$ cat src/rtl/reg_bank_arbiter.sv
// reg_bank_arbiter: shares one config/status register bank between two
// requesters (m0, m1) using a req/ack handshake and round-robin arbitration.
// Optional feature macro: REG_ARB_LOCK_EN adds m0_lock/m1_lock grant holding.
//
// Handshake: a requester raises mX_req (level) with wr/addr/wdata and keeps
// it high until it samples mX_ack=1 on a rising edge; ack is a one-cycle
// pulse and err/rdata are valid while ack is high. The request fields are
// latched at grant, so later changes are ignored. While a requester's own ack
// is high its req is not considered, so a req still high after the ack edge
// becomes a new access at the following IDLE.
module reg_bank_arbiter #(
  parameter int NUM_CFG    = 8,
  parameter int NUM_STATUS = 8,
  parameter int REG_WIDTH  = 8,
  localparam int ADDR_WIDTH = $clog2(NUM_CFG + NUM_STATUS)
) (
  input  logic                            clk,
  input  logic                            rstb,
  input  logic                            ena,
  input  logic                            m0_req,
  input  logic                            m0_wr,
  input  logic [ADDR_WIDTH-1:0]           m0_addr,
  input  logic [REG_WIDTH-1:0]            m0_wdata,
  output logic                            m0_ack,
  output logic                            m0_err,
  output logic [REG_WIDTH-1:0]            m0_rdata,
  input  logic                            m1_req,
  input  logic                            m1_wr,
  input  logic [ADDR_WIDTH-1:0]           m1_addr,
  input  logic [REG_WIDTH-1:0]            m1_wdata,
  output logic                            m1_ack,
  output logic                            m1_err,
  output logic [REG_WIDTH-1:0]            m1_rdata,
`ifdef REG_ARB_LOCK_EN
  input  logic                            m0_lock,
  input  logic                            m1_lock,
`endif
  output logic [NUM_CFG*REG_WIDTH-1:0]    config_regs,
  input  logic [NUM_STATUS*REG_WIDTH-1:0] status_regs,
  output logic [1:0]                      dbg_state
);

  localparam int IDX_W = $clog2(NUM_CFG);

  typedef enum logic [1:0] {
    IDLE   = 2'd0,
    ACCESS = 2'd1,
    RESP   = 2'd2
  } state_t;

  state_t                state_q, state_d;
  logic                  gnt_q, gnt_d;     // id of the granted requester
  logic                  last_q, last_d;   // id granted most recently
  logic                  wr_q, wr_d;
  logic [ADDR_WIDTH-1:0] addr_q, addr_d;
  logic [REG_WIDTH-1:0]  wdata_q, wdata_d;
  logic                  flag_q, flag_d;   // error flagged in ACCESS
  logic [REG_WIDTH-1:0]  cfg_q [NUM_CFG];
  logic [REG_WIDTH-1:0]  cfg_d [NUM_CFG];
  logic                  m0_ack_q, m0_ack_d, m0_err_q, m0_err_d;
  logic                  m1_ack_q, m1_ack_d, m1_err_q, m1_err_d;
  logic [REG_WIDTH-1:0]  m0_rdata_q, m0_rdata_d, m1_rdata_q, m1_rdata_d;
`ifdef REG_ARB_LOCK_EN
  logic                  hold_q, hold_d;   // grant held for last_q
`endif

  logic [REG_WIDTH-1:0]  status_arr [NUM_STATUS];
  logic                  r0, r1, win;
  logic [IDX_W-1:0]      idx;
  logic [REG_WIDTH-1:0]  rd_val;

  // Unpack the flat status bus and pack the config storage onto its bus.
  always_comb begin
    config_regs = '0;
    for (int i = 0; i < NUM_STATUS; i++) begin
      status_arr[i] = status_regs[i*REG_WIDTH +: REG_WIDTH];
    end
    for (int i = 0; i < NUM_CFG; i++) begin
      config_regs[i*REG_WIDTH +: REG_WIDTH] = cfg_q[i];
    end
  end

  // Next-state, arbitration and datapath; everything holds while ena=0.
  always_comb begin
    state_d    = state_q;
    gnt_d      = gnt_q;
    last_d     = last_q;
    wr_d       = wr_q;
    addr_d     = addr_q;
    wdata_d    = wdata_q;
    flag_d     = flag_q;
    cfg_d      = cfg_q;
    m0_ack_d   = m0_ack_q;
    m0_err_d   = m0_err_q;
    m0_rdata_d = m0_rdata_q;
    m1_ack_d   = m1_ack_q;
    m1_err_d   = m1_err_q;
    m1_rdata_d = m1_rdata_q;
`ifdef REG_ARB_LOCK_EN
    hold_d     = hold_q;
`endif
    r0     = 1'b0;
    r1     = 1'b0;
    win    = 1'b0;
    idx    = addr_q[IDX_W-1:0];
    rd_val = '0;
    if (ena) begin
      m0_ack_d = 1'b0;
      m0_err_d = 1'b0;
      m1_ack_d = 1'b0;
      m1_err_d = 1'b0;
      unique case (state_q)
        IDLE: begin
          r0 = m0_req & ~m0_ack_q;
          r1 = m1_req & ~m1_ack_q;
`ifdef REG_ARB_LOCK_EN
          if (hold_q) begin
            if (last_q) r0 = 1'b0;
            else        r1 = 1'b0;
          end
`endif
          if (r0 | r1) begin
            win     = (r0 & r1) ? ~last_q : r1;
            gnt_d   = win;
            wr_d    = win ? m1_wr    : m0_wr;
            addr_d  = win ? m1_addr  : m0_addr;
            wdata_d = win ? m1_wdata : m0_wdata;
            state_d = ACCESS;
          end
        end
        ACCESS: begin
          flag_d = 1'b0;
          if (wr_q) begin
            if (addr_q[ADDR_WIDTH-1]) flag_d = 1'b1;
            else                      cfg_d[idx] = wdata_q;
          end else begin
            rd_val = addr_q[ADDR_WIDTH-1] ? status_arr[idx] : cfg_q[idx];
            if (gnt_q) m1_rdata_d = rd_val;
            else       m0_rdata_d = rd_val;
          end
          state_d = RESP;
        end
        RESP: begin
          if (gnt_q) begin
            m1_ack_d = 1'b1;
            m1_err_d = flag_q;
          end else begin
            m0_ack_d = 1'b1;
            m0_err_d = flag_q;
          end
          last_d  = gnt_q;
`ifdef REG_ARB_LOCK_EN
          hold_d  = gnt_q ? m1_lock : m0_lock;
`endif
          state_d = IDLE;
        end
        default: state_d = IDLE;
      endcase
    end
  end

  // State and storage registers with asynchronous active-low reset.
  always_ff @(posedge clk or negedge rstb) begin
    if (!rstb) begin
      state_q    <= IDLE;
      gnt_q      <= 1'b0;
      last_q     <= 1'b1;
      wr_q       <= 1'b0;
      addr_q     <= '0;
      wdata_q    <= '0;
      flag_q     <= 1'b0;
      for (int i = 0; i < NUM_CFG; i++) cfg_q[i] <= '0;
      m0_ack_q   <= 1'b0;
      m0_err_q   <= 1'b0;
      m0_rdata_q <= '0;
      m1_ack_q   <= 1'b0;
      m1_err_q   <= 1'b0;
      m1_rdata_q <= '0;
`ifdef REG_ARB_LOCK_EN
      hold_q     <= 1'b0;
`endif
    end else begin
      state_q    <= state_d;
      gnt_q      <= gnt_d;
      last_q     <= last_d;
      wr_q       <= wr_d;
      addr_q     <= addr_d;
      wdata_q    <= wdata_d;
      flag_q     <= flag_d;
      cfg_q      <= cfg_d;
      m0_ack_q   <= m0_ack_d;
      m0_err_q   <= m0_err_d;
      m0_rdata_q <= m0_rdata_d;
      m1_ack_q   <= m1_ack_d;
      m1_err_q   <= m1_err_d;
      m1_rdata_q <= m1_rdata_d;
`ifdef REG_ARB_LOCK_EN
      hold_q     <= hold_d;
`endif
    end
  end

  assign m0_ack    = m0_ack_q;
  assign m0_err    = m0_err_q;
  assign m0_rdata  = m0_rdata_q;
  assign m1_ack    = m1_ack_q;
  assign m1_err    = m1_err_q;
  assign m1_rdata  = m1_rdata_q;
  assign dbg_state = state_q;

endmodule
$ cat config.mk
export PLATFORM = sky130hd
export DESIGN_NAME = reg_bank_arbiter
export DESIGN_NICKNAME = d
export VERILOG_FILES = /design/src/rtl/reg_bank_arbiter.sv
export SDC_FILE = /design/constraint.sdc
export NUM_CORES = 1
export LEC_CHECK = 0
export ABC_AREA = 1
export BUFFER_PORTS_ARGS = -buffer_cell sky130_fd_sc_hd__buf_2
export CAP_MARGIN = 25
export CORE_ASPECT_RATIO = 0.6
export CORE_MARGIN = 2
export CORE_UTILIZATION = 23
export CTS_CLUSTER_SIZE = 12
export DETAILED_ROUTE_END_ITERATION = 16
export PLACE_DENSITY_LB_ADDON = 0.25
export SLEW_MARGIN = 5
export SYNTH_ARGS = -nofsm -noshare
export SYNTH_HDL_FRONTEND = slang
export SYNTH_SLANG_ARGS = --single-unit
export TNS_END_PERCENT = 100
$ cat constraint.sdc
create_clock -name clk -period 2 [get_ports clk]
set_clock_uncertainty 0.15 [all_clocks]
set_input_delay 0.1 -clock clk [delete_from_list [all_inputs] [get_ports clk]]
set_output_delay 0.1 -clock clk [all_outputs]
set_load 0.01 [all_outputs]
# ---- Word-level counts from Yosys, hierarchy flattened
# Index checks and enable logic that the tools add are counted.
dict set report classes {
  muxes 26
  n_lt_le_gt_ge 2
  reduce_logical 9
  bitwise_logic 11
  eq_ne 3
}
# cell count
set ops {}
lappend ops {{64-bit bitwise mux} 1}
lappend ops {{8-bit 2-to-1 mux} 7}
lappend ops {{8-bit binary-select mux with 3-bit select} 2}
lappend ops {{8-bit demux with 3-bit select} 1}
lappend ops {{1-bit 2-to-1 mux} 12}
lappend ops {{4-bit AND reduction} 3}
lappend ops {{1-bit inverter} 6}
lappend ops {{2-bit AND reduction} 3}
lappend ops {{4-bit >= comparator, second input constant} 1}
lappend ops {{4-bit by 1-bit < comparator with 1-bit output, second input constant} 1}
lappend ops {{4-bit 2-to-1 mux} 1}
lappend ops {{3-bit inverter with 4-bit output} 1}
lappend ops {{2-bit one-hot mux with 2 select lines} 1}
lappend ops {{1-bit bitwise AND} 3}
lappend ops {{3-bit AND reduction} 1}
lappend ops {{2-bit by 1-bit == test with 1-bit output, second input constant} 1}
lappend ops {{2-bit == test, second input constant} 1}
lappend ops {{2-bit zero test} 1}
lappend ops {{2-bit 2-to-1 mux} 1}
lappend ops {{2-bit != test, second input constant} 1}
lappend ops {{1-bit logical AND} 1}
lappend ops {{1-bit OR} 1}
dict set report totals {
  regBits 102
  out_inout_bits 86
  elab_cells 72
  in_bits 95
}

# ---- Depth between registers and ports, before layout
# Gate-level depths: netlist (run 1).
dict set report depth {
  depth_word 6
  ltp_mapped 10
  ltp_nobuf 8
}

# ---- Worst setup path after synthesis (run 1)
# No wires, ideal clock.
dict set report synth_path {
  kind {register to register}
  from {reg state_q[1], in the netlist dbg_state[1]}
  to {reg cfg_q, in the netlist config_regs[32]}
  path_buffers 1
  setup_time_ns 0.124
  arrival_ns 1.413
  setup_slack_ns 0.314
  t_required_ns 1.726
  path_stages_with_launch 10
  synth_period_minus_slack_ns 1.686
  cell_sequence {dfrtp_1 -> inv_1 -> nand3_4 -> clkinv_2 -> nand2_4 -> nor2_8 -> nand3_4 -> buf_6 -> nand2_1 -> o21ai_2}
}
dict set report synth_via {
  elab_chain_cells 2
}
# item line
set synth_lines {}
lappend synth_lines {{start, declared} 51} ;# state_t state_q, state_d;
lappend synth_lines {{start signal, assigned} 183} ;# state_q <= state_d;
lappend synth_lines {{2-bit by 1-bit == test with 1-bit output} 112} ;# unique case (state_q)
lappend synth_lines {{4-bit AND reduction (no source line)} -}
lappend synth_lines {{end signal, assigned} 190} ;# cfg_q <= cfg_d;
lappend synth_lines {{end, declared} 58} ;# logic [REG_WIDTH-1:0] cfg_q [NUM_CFG];
# Every way passes these cells.
# A chain may end at the register's enable or synchronous reset.

# ---- Worst setup path in the final report (run 1)
dict set report layout_path {
  from {reg state_q[1], in the netlist dbg_state[1]}
  to {reg cfg_q, in the netlist config_regs[42]}
}
# Same word-level chain as after synthesis.

==> impl_metrics.csv, run 1 <==
group,metric,value,unit
floorplanning,fp-row-count,45,
logic_synthesis,ys_warn_count,0,
placement,pre_cts_slack,0.134,ns
clock_network,tritoncts,"done",
global_routing,track_usage,0.164,
floorplanning,ios,181,
finish,final_nets,1102,
drt,firstDrtPassIters,5,
drt,drt_wl_total,21.2,mm
hold_path,min_path_type,"primary input to register",
pwr,power.density,1350,mW/mm2
logic_synthesis,synth_area,0.00584,mm2
sta,finalCritPeriodShare,0.903,
floorplanning,die_width,210,um
clock_network,clk_latency,0.36,ns
floorplanning,fp.dieH,127,um
drt,viasPerCell,4.21,
drt,drtIter0Drc,328,
critical_path,r2r-start,"dbg_state[1]$_DFFE_PN0P_",
drt,drc,0,
floorplanning,die-area,0.0267,mm2
global_routing,grt_pass1_wl,32.7,mm
critical_path,path_class,"register to register",
critical_path,startpoint,"dbg_state[1]$_DFFE_PN0P_",
sta,worstMarginPinSlew,0.569,ns
placement,place.gp.congestion,0.793,
finish,final_layout_size_suffix_gt1_frac,0.257,
placement,dpl.cell_count,1301,
sta,max_freq,554,MHz
sta,rsz0062_at_grt,"false",
drt,wl_per_cell,15.8,um
critical_path,crit_fanout,16,
floorplanning,start_util,0.233,
logic_synthesis,yosysSeqAreaShare,0.437,
sta,setup_tns,0,ns
critical_path,cp-start-kind,"register",
clock_network,h-tree-depth,3,
finish,layout_common_cells,"nand2_1, buf_2, inv_1",
clock_network,ctsLongestPathBuffers,2,
logic_synthesis,synth_fp_nets,903,
critical_path,cp.required,2.08,ns
logic_synthesis,synthCells,808,
critical_path,rrSetupSlack,0.19,ns
drt,ant_nets,0,
logic_synthesis,ys_ff_latch,102,
critical_path,reg2regPathDepth,8,
finish,area_delta_synth_final,30.7,%
global_routing,grt_max_degree,42,
global_routing,antenna_found_initial,0,
pwr,leakagePower,4.23,nW
status,status,"complete, no violations",
sta,hold_viol_final,0,
critical_path,cp-endpoint,"config_regs[42]$_DFFE_PN0P_",
placement,portBuffers,180,
global_routing,grt_pass1_vias,5448,
critical_path,critPathArrivalTime,1.89,ns
placement,hpwl,16.2,mm
sta,setup_ws,0.194,ns
drt,vias,5639,
sta,slew_headroom,0.620,
clock_network,clkSlewWorstSetupHoldPaths,0.07,ns
job,drv_cap,0,
clock_network,cts-root-buf,"clkbuf_16",
clock_network,clock_sinks,102,
logic_synthesis,synthDistinctLibCells,29,
clock_network,numCtsBuffers,9,
critical_path,r2r_end,"config_regs[42]$_DFFE_PN0P_",
finish,diodes,0,
sta,maxSlewViolCount,0,
sta,period_minus_slack,1.81,ns
logic_synthesis,avgSynthCellArea,7.23,um2
global_routing,grt_overflow,0,
floorplanning,coreArea,0.0251,mm2
sta,setup_viol,0,
pwr,ir_drop,0.455,mV
critical_path,cp-end-kind,"register",
finish,final_cells,1341,
finish,final_common_cell,"nand2_1",
-- state kept, by name, summed over array words and instances, names as in the netlist --
register     cells
gnt_q            1
m0_ack           1
addr_q           4
m0_rdata         8
last_q           1
flag_q           1
config_regs     64
m1_err           1
wr_q             1
m1_rdata         8
dbg_state        2
wdata_q          8
m0_err           1
m1_ack           1
-- how the worst min path moves through the flow --
stage | from | slack [ns] | cells after the start | endpoint
3_3_place_gp | rstb | -0.04 | 1 | config_regs[50]$_DFFE_PN0P_
5_1_grt | m1_addr[1] | 0.04 | 5 | addr_q[1]$_DFFE_PN0P_
4_1_cts | m1_addr[1] | 0.01 | 5 | addr_q[1]$_DFFE_PN0P_
3_5_place_dp | rstb | -0.05 | 1 | config_regs[50]$_DFFE_PN0P_
6_report | m1_addr[2] | 0.04 | 5 | addr_q[2]$_DFFE_PN0P_
2_1_floorplan | rstb | -0.35 | 0 | addr_q[0]$_DFFE_PN0P_
-- layer usage --
| layer | vias to the layer above | wire [um] | track usage |
|---|---|---|---|
| li1 | 2869 | - | - |
| met1 | 2603 | 11400 | 0.249 |
| met2 | 155 | 8330 | 0.227 |
| met3 | 12 | 1310 | 0.0460 |
| met4 | 0 | 204 | 0.0338 |
| met5 | - | 0 | 0 |
-- through the flow --
stage           util  power (mW)  hold WS (ns)  cell area (um2)
3_5_place_dp   0.282        8.46       -0.0501             7090
2_1_floorplan      -        6.39        -0.346             5840
5_1_grt        0.304        11.2        0.0426             7640
6_report       0.304        10.3        0.0419             7640
3_3_place_gp   0.282        8.46       -0.0445             7090
4_1_cts        0.304        10.4        0.0120             7640
-- cells by family (layout without fill, tap and decap cells) --
| family | Yosys count | count (layout) | share of synthesized area |
|---|---|---|---|
| simple gates | 423 | 423 | 0.331 |
| buf+inv | 180 | 384 | 0.134 |
| compound gates | 103 | 103 | 0.0979 |
| flops | 102 | 102 | 0.437 |
-- report_power, final --
part	switching, mW	internal, mW
registers	0.646	2.76
clock network	0.835	1.05
logic	3.31	1.70
total	4.79	5.50
-- critical path, cell delays in order (launching register included) --
cell	delay, ns
dfrtp_1	0.39
inv_1	0.13
nand3_4	0.10
clkinv_2	0.08
nand2_4	0.06
nor2_8	0.29
nand3_4	0.27
nand2_1	0.14
o21ai_2	0.06
-- final cells by class --
cell class              instances  area (um2)
clock buffers                  12         256
multi-input cells             526        2500
inverters                     148         559
flip-flops and latches        102        2550
fillers                      2740       17500
repair buffers                220        1300
clock inverters                 4        52.6
well taps                     329         412
-- cells in the mapped netlist --
| master | instances | area share |
|---|---|---|
| nand2_1 | 297 | 0.19 |
| nand4_1 | 1 | 0.0011 |
| o21ai_0 | 27 | 0.023 |
| inv_2 | 3 | 0.0019 |
| o21a_1 | 1 | 0.0013 |
| clkbuf_1 | 9 | 0.0058 |
| o21ai_2 | 8 | 0.012 |
| nand2_4 | 1 | 0.0019 |
| buf_4 | 4 | 0.0051 |
| inv_1 | 142 | 0.091 |
| nor2_2 | 2 | 0.0021 |
| o21ai_1 | 56 | 0.048 |
| dfrtp_1 | 101 | 0.43 |
| clkinv_1 | 1 | 0.00064 |
| nor2_8 | 3 | 0.010 |
| dfstp_2 | 1 | 0.0045 |
| nand3_4 | 9 | 0.027 |
| buf_2 | 8 | 0.0069 |
| nor2_4 | 1 | 0.0019 |
| nand3_2 | 6 | 0.010 |
| nand2_2 | 2 | 0.0021 |
| nand3_1 | 59 | 0.051 |
| nor3_2 | 2 | 0.0034 |
| buf_6 | 11 | 0.021 |
| clkinv_2 | 2 | 0.0017 |
| o22ai_1 | 3 | 0.0032 |
| or2_2 | 8 | 0.0086 |
| nor2_1 | 32 | 0.021 |
| o211ai_1 | 8 | 0.010 |
-- what timing repair did --
action | 4_1_cts | 5_1_grt
hold buffers | 24 | 0
hold endpoints to repair | 98 | 0
setup buffers | 0 | 0
endpoints found under the setup margin | 0 | 4
gates resized for setup | 0 | 1
(Power assumes the default switching activity.)
==> inputs of run 2 (changes only) <==
--- a/config.mk
+++ b/config.mk
@@ -14,6 +14,7 @@
 export CTS_CLUSTER_SIZE = 12
 export DETAILED_ROUTE_END_ITERATION = 16
 export PLACE_DENSITY_LB_ADDON = 0.25
+export SETUP_SLACK_MARGIN = 0.2
 export SLEW_MARGIN = 5
 export SYNTH_ARGS = -nofsm -noshare
 export SYNTH_HDL_FRONTEND = slang
==> impl_metrics.csv, run 2 (synthesis results as in run 1) <==
group,metric,value,unit
critical_path,cp-end-kind,"register",
sta,setup_viol,0,
global_routing,grt_overflow,0,
sta,setup_ws,0.273,ns
critical_path,cpMostUsedCell,"nand3_4",
finish,diodes,0,
pwr,p_switching,4.89,mW
pwr,power_frac_clock,0.176,
sta,worstMarginPinSlew,0.600,ns
pwr,intPower,5.79,mW
placement,hpwl,16.2,mm
critical_path,r2r-start,"dbg_state[1]$_DFFE_PN0P_",
pwr,p_sw_frac,0.458,
drt,drtIter0Drc,326,
placement,pre_cts_slack,0.134,ns
finish,area_delta_synth_final,34.3,%
critical_path,cp-endpoint,"config_regs[42]$_DFFE_PN0P_",
critical_path,reg2regPathDepth,9,
finish,final_layout_size_suffix_gt1_frac,0.271,
clock_network,tritoncts,"done",
critical_path,critPathTopFamily,"simple AND/OR/NAND/NOR gates",
critical_path,slowest_delay,0.39,ns
global_routing,grt_pass1_vias,5455,
finish,layout_common_cells,"nand2_1, buf_2, inv_1",
sta,whs,0.0414,ns
finish,final_common_cell,"nand2_1",
sta,max_freq,579,MHz
sta,setup_tns,0,ns
critical_path,cp.required,2.08,ns
floorplanning,start_util,0.233,
finish,final_nets,1115,
critical_path,slowest_stage,"dfrtp_1",
clock_network,h-tree-depth,3,
sta,slew_headroom,0.600,
critical_path,crit_buf_inv,3,
pwr,power_frac_comb,0.505,
sta,rsz0062_at_grt,"true",
pwr,ir_drop,0.382,mV
critical_path,rrSetupSlack,0.27,ns
drt,viasPerCell,4.23,
sta,finalCritPeriodShare,0.864,
sta,hold_viol_final,0,
critical_path,crit_fanout,16,
critical_path,cp.depth,9,
hold_path,min_path_type,"primary input to register",
critical_path,r2r_end,"config_regs[42]$_DFFE_PN0P_",
critical_path,cp-start-kind,"register",
finish,final_core_util,0.313,
drt,drt_wl_total,21.7,mm
drt,wl_per_cell,16.0,um
global_routing,grt_max_degree,42,
floorplanning,coreArea,0.0251,mm2
pwr,leakagePower,4.32,nW
pwr,p_total,10.7,mW
finish,fillers,2739,
clock_network,numCtsBuffers,9,
drt,vias,5732,
clock_network,clock_sinks,102,
status,status,"complete, no violations",
placement,portBuffers,180,
clock_network,ctsLongestPathBuffers,2,
floorplanning,die-area,0.0267,mm2
drt,drc,0,
drt,firstDrtPassIters,5,
critical_path,startpoint,"dbg_state[1]$_DFFE_PN0P_",
global_routing,grt_pass1_wl,32.7,mm
sta,maxSlewViolCount,0,
floorplanning,fp-row-count,45,
critical_path,cp_cell_sequence,"inv_1 -> nand3_4 -> clkinv_2 -> nand2_4 -> nor2_8 -> buf_12 -> nand3_4 -> nand2_1 -> o21ai_2",
clock_network,clk_latency,0.36,ns
placement,place.gp.congestion,0.793,
floorplanning,fp.dieH,127,um
pwr,power.density,1360,mW/mm2
pwr,seq_power_share,0.319,
sta,period_minus_slack,1.73,ns
floorplanning,die_width,210,um
critical_path,path_class,"register to register",
job,drv_cap,0,
drt,ant_nets,0,
floorplanning,ios,181,
critical_path,critPathArrivalTime,1.81,ns
global_routing,antenna_found_initial,0,
clock_network,cts-root-buf,"clkbuf_16",
global_routing,track_usage,0.164,
clock_network,clkSlewWorstSetupHoldPaths,0.07,ns
finish,largest_reg_flops,64,
-- run 2: cell count changes in the layout (fill, tap and decap cells not counted) --
cell / delta
buf_12: +4
buf_4: +4
buf_6: +2
clkbuf_16: +2
clkinv_4: +1
dfrtp_1: -1
dfrtp_2: +1
inv_2: -1
nand3_2: +1
nor2_1: -4
nor2_2: +4
-- run 2: final cells by class --
cell class	instances	area, um2	share of cell area
multi-input combinational	527	2520	0.322
tap	329	412	0.0524
sequential	102	2560	0.326
timing repair buffer	232	1480	0.189
clock inverter	4	52.6	0.00670
inverter	148	564	0.0719
clock buffer	12	256	0.0327
-- run 2: timing repair --
| action | 4_1_cts | 5_1_grt |
|---|---|---|
| endpoints found under the setup margin | 21 | 41 |
| cloned | 0 | 3 |
| gates resized for setup | 1 | 8 |
| endpoints found under the hold margin | 98 | 0 |
| hold buffers | 24 | 0 |
| setup buffers | 2 | 8 |
| pin swaps | 1 | 6 |
-- run 2: metal layers --
layer	GRT usage	share of wire	vias to the layer above
met5	0	0	-
met3	0.0460	0.074	10
met4	0.0338	0.0069	0
li1	-	-	2906
met1	0.249	0.52	2635
met2	0.227	0.39	181
-- run 2: power groups by stage --
stage	registers, mW	logic (mW)	clock network, mW
after floorplan	3.50	2.89	0
after global placement	3.43	5.02	0
after detailed placement	3.42	5.04	0
after CTS	3.39	5.11	1.92
after global routing	3.51	6.06	2.01
final	3.41	5.39	1.88
-- run 2: worst min-delay path, delay by kind of cell --
kind	cells	cell delay, ns
compound gates	1	0.07
buf+inv	1	0.07
simple gates	3	0.26
-- run 2: through the flow --
step | cells | cell area, um2
after global placement | 1301 | 7090
after CTS | 1343 | 7670
final | 1354 | 7850
after global routing | 1354 | 7850
after detailed placement | 1301 | 7090
after floorplan | 808 | 5840
-- run 2: how the worst min path moves through the flow --
| stage | start | endpoint | cells after the start |
|---|---|---|---|
| after global placement | rstb | config_regs[50]$_DFFE_PN0P_ | 1 |
| final | m1_addr[2] | addr_q[2]$_DFFE_PN0P_ | 5 |
| after floorplan | rstb | addr_q[0]$_DFFE_PN0P_ | 0 |
| after CTS | m1_addr[1] | addr_q[1]$_DFFE_PN0P_ | 5 |
| after detailed placement | rstb | config_regs[50]$_DFFE_PN0P_ | 1 |
| after global routing | m1_addr[1] | addr_q[1]$_DFFE_PN0P_ | 5 |
